### src/rtl/sprite_render_pkg.sv
// Shared types and sizing helpers for the sprite scanline renderer.
package sprite_render_pkg;

  localparam int SPRITE_W_DEF = 8;
  localparam int SPRITE_H_DEF = 8;
  localparam int POS_W_DEF    = 16;

  typedef enum logic [2:0] {
    IDLE, WAIT_V, FETCH, LOAD, WAIT_H, DRAW, WAIT_NEXT
  } state_t;

  // Index width for a count of n items; never narrower than one bit.
  function automatic int addr_w(input int n);
    return (n > 1) ? $clog2(n) : 1;
  endfunction

endpackage

### src/rtl/sprite_row_shifter.sv
// One bitmap row: parallel load from ROM, MSB-first serial shift, pixel counter.
// SPRITE_RENDERER_MIRROR_EN adds a bit-reversed load path.
module sprite_row_shifter
  import sprite_render_pkg::*;
#(
  parameter int SPRITE_W = SPRITE_W_DEF
) (
  input  logic                clk,
  input  logic                reset,
  input  logic                load,
  input  logic                shift,
  input  logic                clr_cnt,
`ifdef SPRITE_RENDERER_MIRROR_EN
  input  logic                mirror,
`endif
  input  logic [SPRITE_W-1:0] rom_data,
  output logic                pix,
  output logic                last
);

  localparam int CW = addr_w(SPRITE_W);

  logic [SPRITE_W-1:0] shreg;
  logic [CW-1:0]       bit_cnt;
  logic [SPRITE_W-1:0] row_in;

`ifdef SPRITE_RENDERER_MIRROR_EN
  logic [SPRITE_W-1:0] row_rev;
  always_comb begin
    row_rev = '0;
    for (int i = 0; i < SPRITE_W; i++) row_rev[i] = rom_data[SPRITE_W-1-i];
  end
  assign row_in = mirror ? row_rev : rom_data;
`else
  assign row_in = rom_data;
`endif

  always_ff @(posedge clk or posedge reset) begin
    if (reset) begin
      shreg   <= '0;
      bit_cnt <= '0;
    end else begin
      if (load)       shreg <= row_in;
      else if (shift) shreg <= shreg << 1;
      if (clr_cnt)    bit_cnt <= '0;
      else if (shift) bit_cnt <= bit_cnt + CW'(1);
    end
  end

  assign pix  = shreg[SPRITE_W-1];
  assign last = (bit_cnt == CW'(SPRITE_W-1));

endmodule

### src/rtl/sprite_scanline_renderer.sv
// Per-scanline sprite fetch/serialise FSM driven by the sync generator counters.
// Optional horizontal mirroring: define SPRITE_RENDERER_MIRROR_EN to add hmirror.
module sprite_scanline_renderer
  import sprite_render_pkg::*;
#(
  parameter  int SPRITE_W = SPRITE_W_DEF,
  parameter  int SPRITE_H = SPRITE_H_DEF,
  parameter  int POS_W    = POS_W_DEF,
  localparam int AW       = addr_w(SPRITE_H)
) (
  input  logic                clk,
  input  logic                reset,
  input  logic [POS_W-1:0]    hpos,
  input  logic [POS_W-1:0]    vpos,
  input  logic                display_on,
  input  logic [POS_W-1:0]    sprite_x,
  input  logic [POS_W-1:0]    sprite_y,
`ifdef SPRITE_RENDERER_MIRROR_EN
  input  logic                hmirror,
`endif
  output logic [AW-1:0]       rom_addr,
  input  logic [SPRITE_W-1:0] rom_data,
  output logic                gfx,
  output logic                busy
);

  state_t           state, state_n;
  logic [POS_W-1:0] x_lat, y_lat;
  logic [AW-1:0]    line_cnt;
  logic             frame_start, line_start, last_row;
  logic             start_draw, row_done;
  logic             pix, last;

  assign line_start  = (hpos == '0);
  assign frame_start = line_start && (vpos == '0);
  assign last_row    = (line_cnt == AW'(SPRITE_H-1));
  assign busy        = (state != IDLE);

  always_ff @(posedge clk or posedge reset) begin
    if (reset) state <= IDLE;
    else       state <= state_n;
  end

  always_comb begin
    state_n    = state;
    start_draw = 1'b0;
    row_done   = 1'b0;
    case (state)
      IDLE:      ;
      WAIT_V:    if (line_start && vpos == y_lat) state_n = FETCH;
      FETCH:     state_n = LOAD;
      LOAD:      state_n = WAIT_H;
      WAIT_H:
        if (hpos == x_lat) begin
          state_n    = DRAW;
          start_draw = 1'b1;
        end else if (line_start) begin
          row_done = 1'b1;  // start column never reached on this line
        end
      DRAW:      if (last) row_done = 1'b1;
      WAIT_NEXT: if (line_start) state_n = FETCH;
      default:   state_n = IDLE;
    endcase
    if (row_done) state_n = last_row ? IDLE : WAIT_NEXT;
    // Frame start restarts from any state and overrides everything above.
    if (frame_start) begin
      state_n    = WAIT_V;
      start_draw = 1'b0;
      row_done   = 1'b0;
    end
  end

`ifdef SPRITE_RENDERER_MIRROR_EN
  logic mirror_lat;
  always_ff @(posedge clk or posedge reset) begin
    if (reset)            mirror_lat <= 1'b0;
    else if (frame_start) mirror_lat <= hmirror;
  end
`endif

  always_ff @(posedge clk or posedge reset) begin
    if (reset) begin
      x_lat    <= '0;
      y_lat    <= '0;
      line_cnt <= '0;
      rom_addr <= '0;
      gfx      <= 1'b0;
    end else begin
      gfx <= (state == DRAW) && pix && display_on;
      if (frame_start) begin
        x_lat    <= sprite_x;
        y_lat    <= sprite_y;
        line_cnt <= '0;
      end else if (row_done && !last_row) begin
        line_cnt <= line_cnt + AW'(1);
      end
      // Address is presented during FETCH so the ROM row is ready in LOAD.
      if (state_n == FETCH) rom_addr <= line_cnt;
    end
  end

  sprite_row_shifter #(.SPRITE_W(SPRITE_W)) u_shifter (
    .clk      (clk),
    .reset    (reset),
    .load     (state == LOAD),
    .shift    (state == DRAW),
    .clr_cnt  (start_draw),
`ifdef SPRITE_RENDERER_MIRROR_EN
    .mirror   (mirror_lat),
`endif
    .rom_data (rom_data),
    .pix      (pix),
    .last     (last)
  );

endmodule

### config.mk
export PLATFORM = sky130hd
export DESIGN_NAME = sprite_scanline_renderer
export DESIGN_NICKNAME = d
export VERILOG_FILES = /design/src/rtl/sprite_render_pkg.sv /design/src/rtl/sprite_row_shifter.sv /design/src/rtl/sprite_scanline_renderer.sv
export SDC_FILE = /design/constraint.sdc
export NUM_CORES = 1
export LEC_CHECK = 0
export CAP_MARGIN = 20
export CELL_PAD_IN_SITES_DETAIL_PLACEMENT = 1
export CELL_PAD_IN_SITES_GLOBAL_PLACEMENT = 1
export CORE_MARGIN = 2
export CORE_UTILIZATION = 37
export CTS_BUF_LIST = sky130_fd_sc_hd__clkbuf_16
export DETAILED_ROUTE_END_ITERATION = 7
export PLACE_DENSITY_LB_ADDON = 0.2
export SLEW_MARGIN = 25
export SYNTH_ARGS = -nofsm -noshare
export SYNTH_HDL_FRONTEND = slang
export SYNTH_SLANG_ARGS = --single-unit
### constraint.sdc
create_clock -name clk -period 2.2 [get_ports clk]
set_input_delay 0.44 -clock clk [delete_from_list [all_inputs] [get_ports clk]]
set_output_delay 0.44 -clock clk [all_outputs]
set_load 0.005 [all_outputs]
==> results.py, run 1 <==
metrics = {
    "power_and_ir_drop": {
        "p_switching_uw": 1091,
        "p_comb_frac": 0.376,
        "power_uw": 3274,
        "peakVddDrop_mv": 0.3768,
        "p_seq_frac": 0.393,
        "clockPowerShare": 0.231,
        "power_density_nw_per_um2": 800.3,
        "internal_power_uw": 2182,
        "p_sw_frac": 0.3334,
        "leakage_uw": 0.001916,
    },
    "synthesis": {
        "yosys_warnings": 0,
        "synth_top_area_share": 0.4726,
        "synth_edf_count": 0,
        "synth_top_area_cell": "dfrtp_1",
        "synth_ff_type": "dfrtp_1",
        "yosysSeqAreaShare": 0.4726,
        "async_reset_ff_frac": 1.000,
        "synthDistinctLibCells": 37,
        "syn_area_per_cell_sq_um": 11.41,
        "synth-seq-cells": 53,
        "synthCells": 246,
        "synthesis.nets": 325,
        "syn-cell-area_sq_um": 2806,
        "synthTopCellsByArea": "dfrtp_1 47%, mux2_2 13%, xnor2_1 5.6%, xor2_1 5.0%, nor4_1 2.2%",
    },
    "drt": {
        "first_pass_iters": 4,
        "antenna_left": 0,
        "vias": 2258,
        "drc": 0,
        "drt_iter0_markers": 26,
        "wl_um": 7429,
        "via_per_inst": 5.018,
        "routedWlPerCell_um": 16.51,
    },
    "clock_network": {
        "cts_tree": "built",
        "clkLatencyLatePin_ns": 0.29,
        "clkTransAtPathRegs_ns": 0.07,
        "cts_max_level": 2,
        "cts_root_buf": "clkbuf_16",
        "cts_max_path_buffers": 2,
        "clock_sinks": 53,
        "cts-hold-fix-buffers": 0,
        "cts_buffers": 5,
    },
    "die": {
        "fp-row-count": 31,
        "die_area_sq_um": 8297,
        "core_area_sq_um": 7292,
        "die_x_um": 91.09,
        "start_util": 0.3849,
        "die_y_um": 91.09,
        "io_pins": 80,
    },
    "sta": {
        "worstMarginPinSlew_ns": 0.6135,
        "relSlewSlack": 0.5895,
        "drv_slew": 0,
        "layout_min_cycle_time_ns": 2.218,
        "skew_ns": 0.008427,
        "rsz0062_at_grt": "yes",
        "setup_viol": 3,
        "fin_ws_ns": -0.01755,
        "fmax_mhz": 450.9,
        "timing.final.crit_share": 1.008,
        "hold_viol": 0,
    },
    "place": {
        "place_area_sq_um": 3872,
        "gp_congestion": 0.7616,
        "dp_slack_ns": -0.5690,
        "io_buffers": 79,
        "dp_hpwl_um": 5625,
    },
    "critical_path": {
        "worstSetupEndpointType": "register",
        "cpLargestDelayFamily": "simple AND/OR/NAND/NOR gates",
        "crit_required_ns": 2.38,
        "worstPathMaxFanout": 4,
        "slowest_delay_ns": 0.39,
        "critical_path.cell_chain": "xor2_1 -> nor4_2 -> nand4_1 -> a32oi_2 -> buf_4 -> o21ai_4 -> nand4_4 -> mux2_4",
        "startpoint_type": "register",
        "reg2reg_slack_ns": -0.02,
        "path_buf_inv": 1,
        "crit_type": "register to register",
        "arrival_ns": 2.40,
        "crit_slowest_cell": "dfrtp_1",
    },
    "final_layout": {
        "final_layout_size_suffix_gt1_frac": 0.2593,
        "n_antenna_cell": 0,
        "area_growth_pct": 45.74,
        "fin_util": 0.5609,
        "fillers": 804,
        "final_nets": 430,
        "fin_area_sq_um": 4090,
        "regArea_sq_um": 1326,
        "multi_input_area_sq_um": 1476,
    },
    "global_route": {
        "grt_antenna_before_repair": 0,
        "gr-usage-all-layers": 0.1923,
        "grt_pass1_vias": 2596,
        "grt_pass1_wl_um": 12670,
        "overflow": 0,
        "grt_max_degree": 27,
    },
    "run_status": {
        "violations": "setup timing",
        "status": "complete, but fails checks",
    },
    "min_path": {
        "hp-class": "primary input to async pin",
    },
    "job": {
        "cap_violations": 0,
    },
}
[area by class of cell]
cell class,instances,share of cell area
clock buffers,5,0.03059
clock inverters,2,0.002753
inverters,4,0.003671
multi-input cells,178,0.3610
flip-flops and latches,53,0.3243
well taps,99,0.03028
repair buffers,109,0.2475
[cell usage after synthesis (2+ instances only)]
cell,number
dfrtp_1,53
mux2_2,32
xnor2_1,18
xor2_1,16
nand2_1,15
nor2_1,11
o21ai_0,11
nor4_1,10
nor2b_1,8
a31oi_1,7
a21o_1,6
a22o_1,6
clkbuf_1,6
nand4_1,6
buf_2,4
ha_1,4
inv_1,4
mux2i_1,4
nor4_2,4
mux2_1,3
a22oi_1,2
[kinds of logic (layout without fill, tap and decap cells)]
| group | after synthesis | after routing | synth area share |
|---|---|---|---|
| AND/OR/NAND/NOR | 63 | 63 | 0.1306 |
| flip-flops | 53 | 53 | 0.4726 |
| multiplexers | 39 | 39 | 0.1547 |
| AO/OA/AOI/OAI | 38 | 38 | 0.09362 |
| XOR/XNOR | 34 | 34 | 0.1061 |
| buffers and inverters | 15 | 120 | 0.02452 |
| adder cells (fa/ha/maj) | 4 | 4 | 0.01783 |
[what timing repair did]
action                     CTS  global route
hold endpoints to repair     0             0
gates resized for setup     40             5
setup endpoints to repair   38            38
setup buffers                4             2
pin swaps                   17             5
[flip-flops by register name, indices dropped and copies added (netlist names)]
register / flops
u_shifter.bit_cnt: 3
u_shifter.shreg: 8
gfx: 1
y_lat: 16
x_lat: 16
state: 3
rom_addr: 3
line_cnt: 3
[metal layers]
layer,wire (um),vias to the layer above,part of all wire,global-route usage
li1,-,1086,-,-
met1,3107,1118,0.42,0.2292
met2,3893,48,0.52,0.3463
met3,341,6,0.046,0.04398
met4,87,0,0.012,0.05303
met5,0,-,0,0
[worst register-to-register path, delay by kind of cell (launching register included)]
| kind | cells | cell delay, ns |
|---|---|---|
| flip-flops | 1 | 0.39 |
| multiplexers | 1 | 0.30 |
| AND/OR/NAND/NOR | 3 | 0.63 |
| AO/OA/AOI/OAI | 2 | 0.42 |
| buffers and inverters | 1 | 0.18 |
| XOR/XNOR | 1 | 0.18 |
[cells in the final DEF, fill, tap and decap left out, drive strengths merged, types with 2 or more instances in the layout]
master         count
inv                4
dfrtp             53
a31oi              7
xnor2             18
buf               30
a21o               6
clkdlybuf4s15      2
a22o               6
a32oi              2
nor2b              8
mux2              35
a22oi              2
dlygate4sd2       26
clkbuf             5
nand4              7
clkdlybuf4s50     51
and2               2
mux2i              4
ha                 4
o21ai             12
nor2              12
nand2             15
nor4              14
xor2              16
[power groups by stage]
stage / sequential (uW) / combinational (uW) / clock [uW]
global route: 1310 / 1380 / 816
finish: 1290 / 1230 / 757
global placement: 1290 / 1050 / 0
floorplan: 1240 / 705 / 0
detailed placement: 1300 / 1110 / 0
CTS: 1290 / 1210 / 774
[stage by stage]
stage | hold WS (ns) | TNS, ns | std cells
finish | 0.5158 | -0.05203 | 450
global route | 0.5466 | -0.7690 | 450
detailed placement | 0.4897 | -14.68 | 437
floorplan | 0.4617 | 0 | 246
CTS | 0.5285 | -0.09063 | 448
global placement | 0.4904 | -12.96 | 437
[final timing paths]
path	startpoint	end	cells after the start
setup / recovery	x_lat[14]	rom_addr[1]	8
hold reg to reg	u_shifter.shreg[0]	u_shifter.shreg[0]	2
min in group clk	u_shifter.shreg[0]	u_shifter.shreg[0]	2
max in group asynchronous	reset	x_lat[12]	3
setup reg to reg	x_lat[14]	rom_addr[1]	8
hold / removal	reset	y_lat[2]	2
Note: power is estimated with default switching activity, not from simulation.
==> run 2, diff against run 1 <==
--- a/config.mk
+++ b/config.mk
@@ -8,12 +8,12 @@
 export CAP_MARGIN = 20
 export CELL_PAD_IN_SITES_DETAIL_PLACEMENT = 1
 export CELL_PAD_IN_SITES_GLOBAL_PLACEMENT = 1
-export CORE_MARGIN = 2
+export CORE_MARGIN = 5
 export CORE_UTILIZATION = 37
 export CTS_BUF_LIST = sky130_fd_sc_hd__clkbuf_16
 export DETAILED_ROUTE_END_ITERATION = 7
 export PLACE_DENSITY_LB_ADDON = 0.2
-export SLEW_MARGIN = 25
+export SLEW_MARGIN = 20
 export SYNTH_ARGS = -nofsm -noshare
 export SYNTH_HDL_FRONTEND = slang
 export SYNTH_SLANG_ARGS = --single-unit
==> run 2 against run 1 <==
The run still ends with setup timing left. Highest routed layer unchanged. Clock skew up 0.0017 ns. Cell area up 2.7%. Critical endpoint unchanged. Sequential cell count unchanged. Largest cell class unchanged.
==> results.py, run 2 (synthesized netlist as in run 1, its figures left out) <==
metrics = {
    "die": {
        "die_x_um": 97.09,
        "core_area_sq_um": 7331,
        "start_util": 0.3828,
        "die_y_um": 97.09,
        "die_area_sq_um": 9426,
        "fp-row-count": 31,
        "io_pins": 80,
    },
    "place": {
        "gp_congestion": 0.7889,
        "dp_hpwl_um": 5641,
        "io_buffers": 79,
    },
    "critical_path": {
        "crit_required_ns": 2.38,
        "worstSetupEndpointType": "register",
        "arrival_ns": 2.50,
        "crit_type": "register to register",
        "startpoint_type": "register",
        "worstPathMaxFanout": 3,
    },
    "global_route": {
        "grt_max_degree": 54,
        "grt_pass1_wl_um": 13140,
        "grt_antenna_before_repair": 0,
        "gr-usage-all-layers": 0.1699,
        "overflow": 0,
        "grt_pass1_vias": 2589,
    },
    "drt": {
        "wl_um": 7882,
        "via_per_inst": 5.016,
        "drc": 0,
        "vias": 2262,
        "routedWlPerCell_um": 17.48,
        "first_pass_iters": 4,
        "drt_iter0_markers": 52,
        "antenna_left": 0,
    },
    "sta": {
        "fin_ws_ns": -0.1180,
        "layout_min_cycle_time_ns": 2.318,
        "setup_viol": 3,
        "fin_hold_ws_ns": 0.5216,
        "worstMarginPinSlew_ns": 0.5907,
        "rsz0062_at_grt": "yes",
        "drv_slew": 0,
        "skew_ns": 0.01010,
        "fmax_mhz": 431.4,
        "relSlewSlack": 0.6047,
        "timing.final.crit_share": 1.054,
        "final.setup.tns_ns": -0.3491,
        "hold_viol": 0,
    },
    "clock_network": {
        "cts-hold-fix-buffers": 0,
        "cts_tree": "built",
        "clkLatencyLatePin_ns": 0.29,
        "cts_buffers": 5,
        "cts_max_path_buffers": 2,
        "clkTransAtPathRegs_ns": 0.07,
        "cts_root_buf": "clkbuf_16",
        "clock_sinks": 53,
        "cts_max_level": 2,
    },
    "power_and_ir_drop": {
        "leakage_uw": 0.002019,
        "peakVddDrop_mv": 0.4063,
        "power_density_nw_per_um2": 769.7,
        "power_uw": 3233,
    },
    "run_status": {
        "status": "complete, but fails checks",
        "violations": "setup timing",
    },
    "final_layout": {
        "multi_input_area_sq_um": 1510,
        "top_regs": "x_lat x16, y_lat x16, u_shifter.shreg x8",
        "final_nets": 430,
        "final_cell_mix": "53 x dfrtp_1, 53 x clkdlybuf4s50_1, 32 x mux2_2",
        "area_growth_pct": 49.67,
        "final_layout_size_suffix_gt1_frac": 0.2670,
        "n_antenna_cell": 0,
        "regArea_sq_um": 1326,
        "fillers": 759,
    },
    "job": {
        "cap_violations": 0,
    },
    "min_path": {
        "hp-class": "register to register",
    },
}
-- run 2: layer usage --
layer  vias to the layer above  GRT usage  routed length, um
li1                       1090          -                  -
met1                      1118     0.2087               3300
met2                        49     0.3079               4227
met3                         5    0.03948                313
met4                         0    0.02592                 41
met5                         -          0                  0
-- run 2: repair_timing --
item,4_1_cts,5_1_grt
pin swaps,11,13
resized for setup,28,20
buffers inserted,5,3
setup endpoints to repair,38,43
gates cloned,1,0
hold endpoints to repair,0,0
-- run 2: layout make-up --
type / count / area share
multi-input cells: 178 / 0.3595
flip-flops and latches: 53 / 0.3158
repair buffers: 109 / 0.2571
clock buffers: 5 / 0.02979
well taps: 99 / 0.02949
clock inverters: 3 / 0.004766
inverters: 4 / 0.003575
-- run 2: report_power, final --
group	total, uW	internal (uW)	switching [uW]
registers	1280	1130	145
clock network	777	422	354
logic	1180	602	576
total	3230	2160	1070
-- run 2: stage by stage --
stage / setup slack [ns] / area, sq um / std cells / util
2_1_floorplan: 0.1875 / 2806 / 246 / -
3_3_place_gp: -0.4697 / 3857 / 435 / 0.5262
3_5_place_dp: -0.5372 / 3857 / 435 / 0.5262
4_1_cts: -0.07986 / 4118 / 449 / 0.5617
5_1_grt: -0.1999 / 4200 / 451 / 0.5730
6_report: -0.1180 / 4200 / 451 / 0.5730
-- run 2: worst max-delay path, cell delays in order, from the launching register on --
cell and delay [ns]:
dfrtp_1 0.40, xor2_1 0.18, nor4_2 0.32, nand4_1 0.25, buf_4 0.21, o21ai_0 0.32
o21ai_4 0.10, nand4_4 0.13, mux2_4 0.31
-- run 2: worst paths after layout --
check,from,endpoint,slack [ns],cells after the start
min in group asynchronous,reset,x_lat[3],0.53,3
max in group asynchronous,reset,gfx,1.41,3
max,x_lat[8],rom_addr[1],-0.12,8
min,u_shifter.shreg[7],u_shifter.shreg[7],0.52,2
min reg2reg,u_shifter.shreg[7],u_shifter.shreg[7],0.52,2
max reg2reg,x_lat[8],rom_addr[1],-0.12,8
==> run 3, diff against run 2 <==
--- a/config.mk
+++ b/config.mk
@@ -13,7 +13,7 @@
 export CTS_BUF_LIST = sky130_fd_sc_hd__clkbuf_16
 export DETAILED_ROUTE_END_ITERATION = 7
 export PLACE_DENSITY_LB_ADDON = 0.2
-export SLEW_MARGIN = 20
+export SLEW_MARGIN = 0
 export SYNTH_ARGS = -nofsm -noshare
 export SYNTH_HDL_FRONTEND = slang
 export SYNTH_SLANG_ARGS = --single-unit
==> results of run 3 <==
Same layout as run 2: the final DEF is identical, and so are final timing and power.
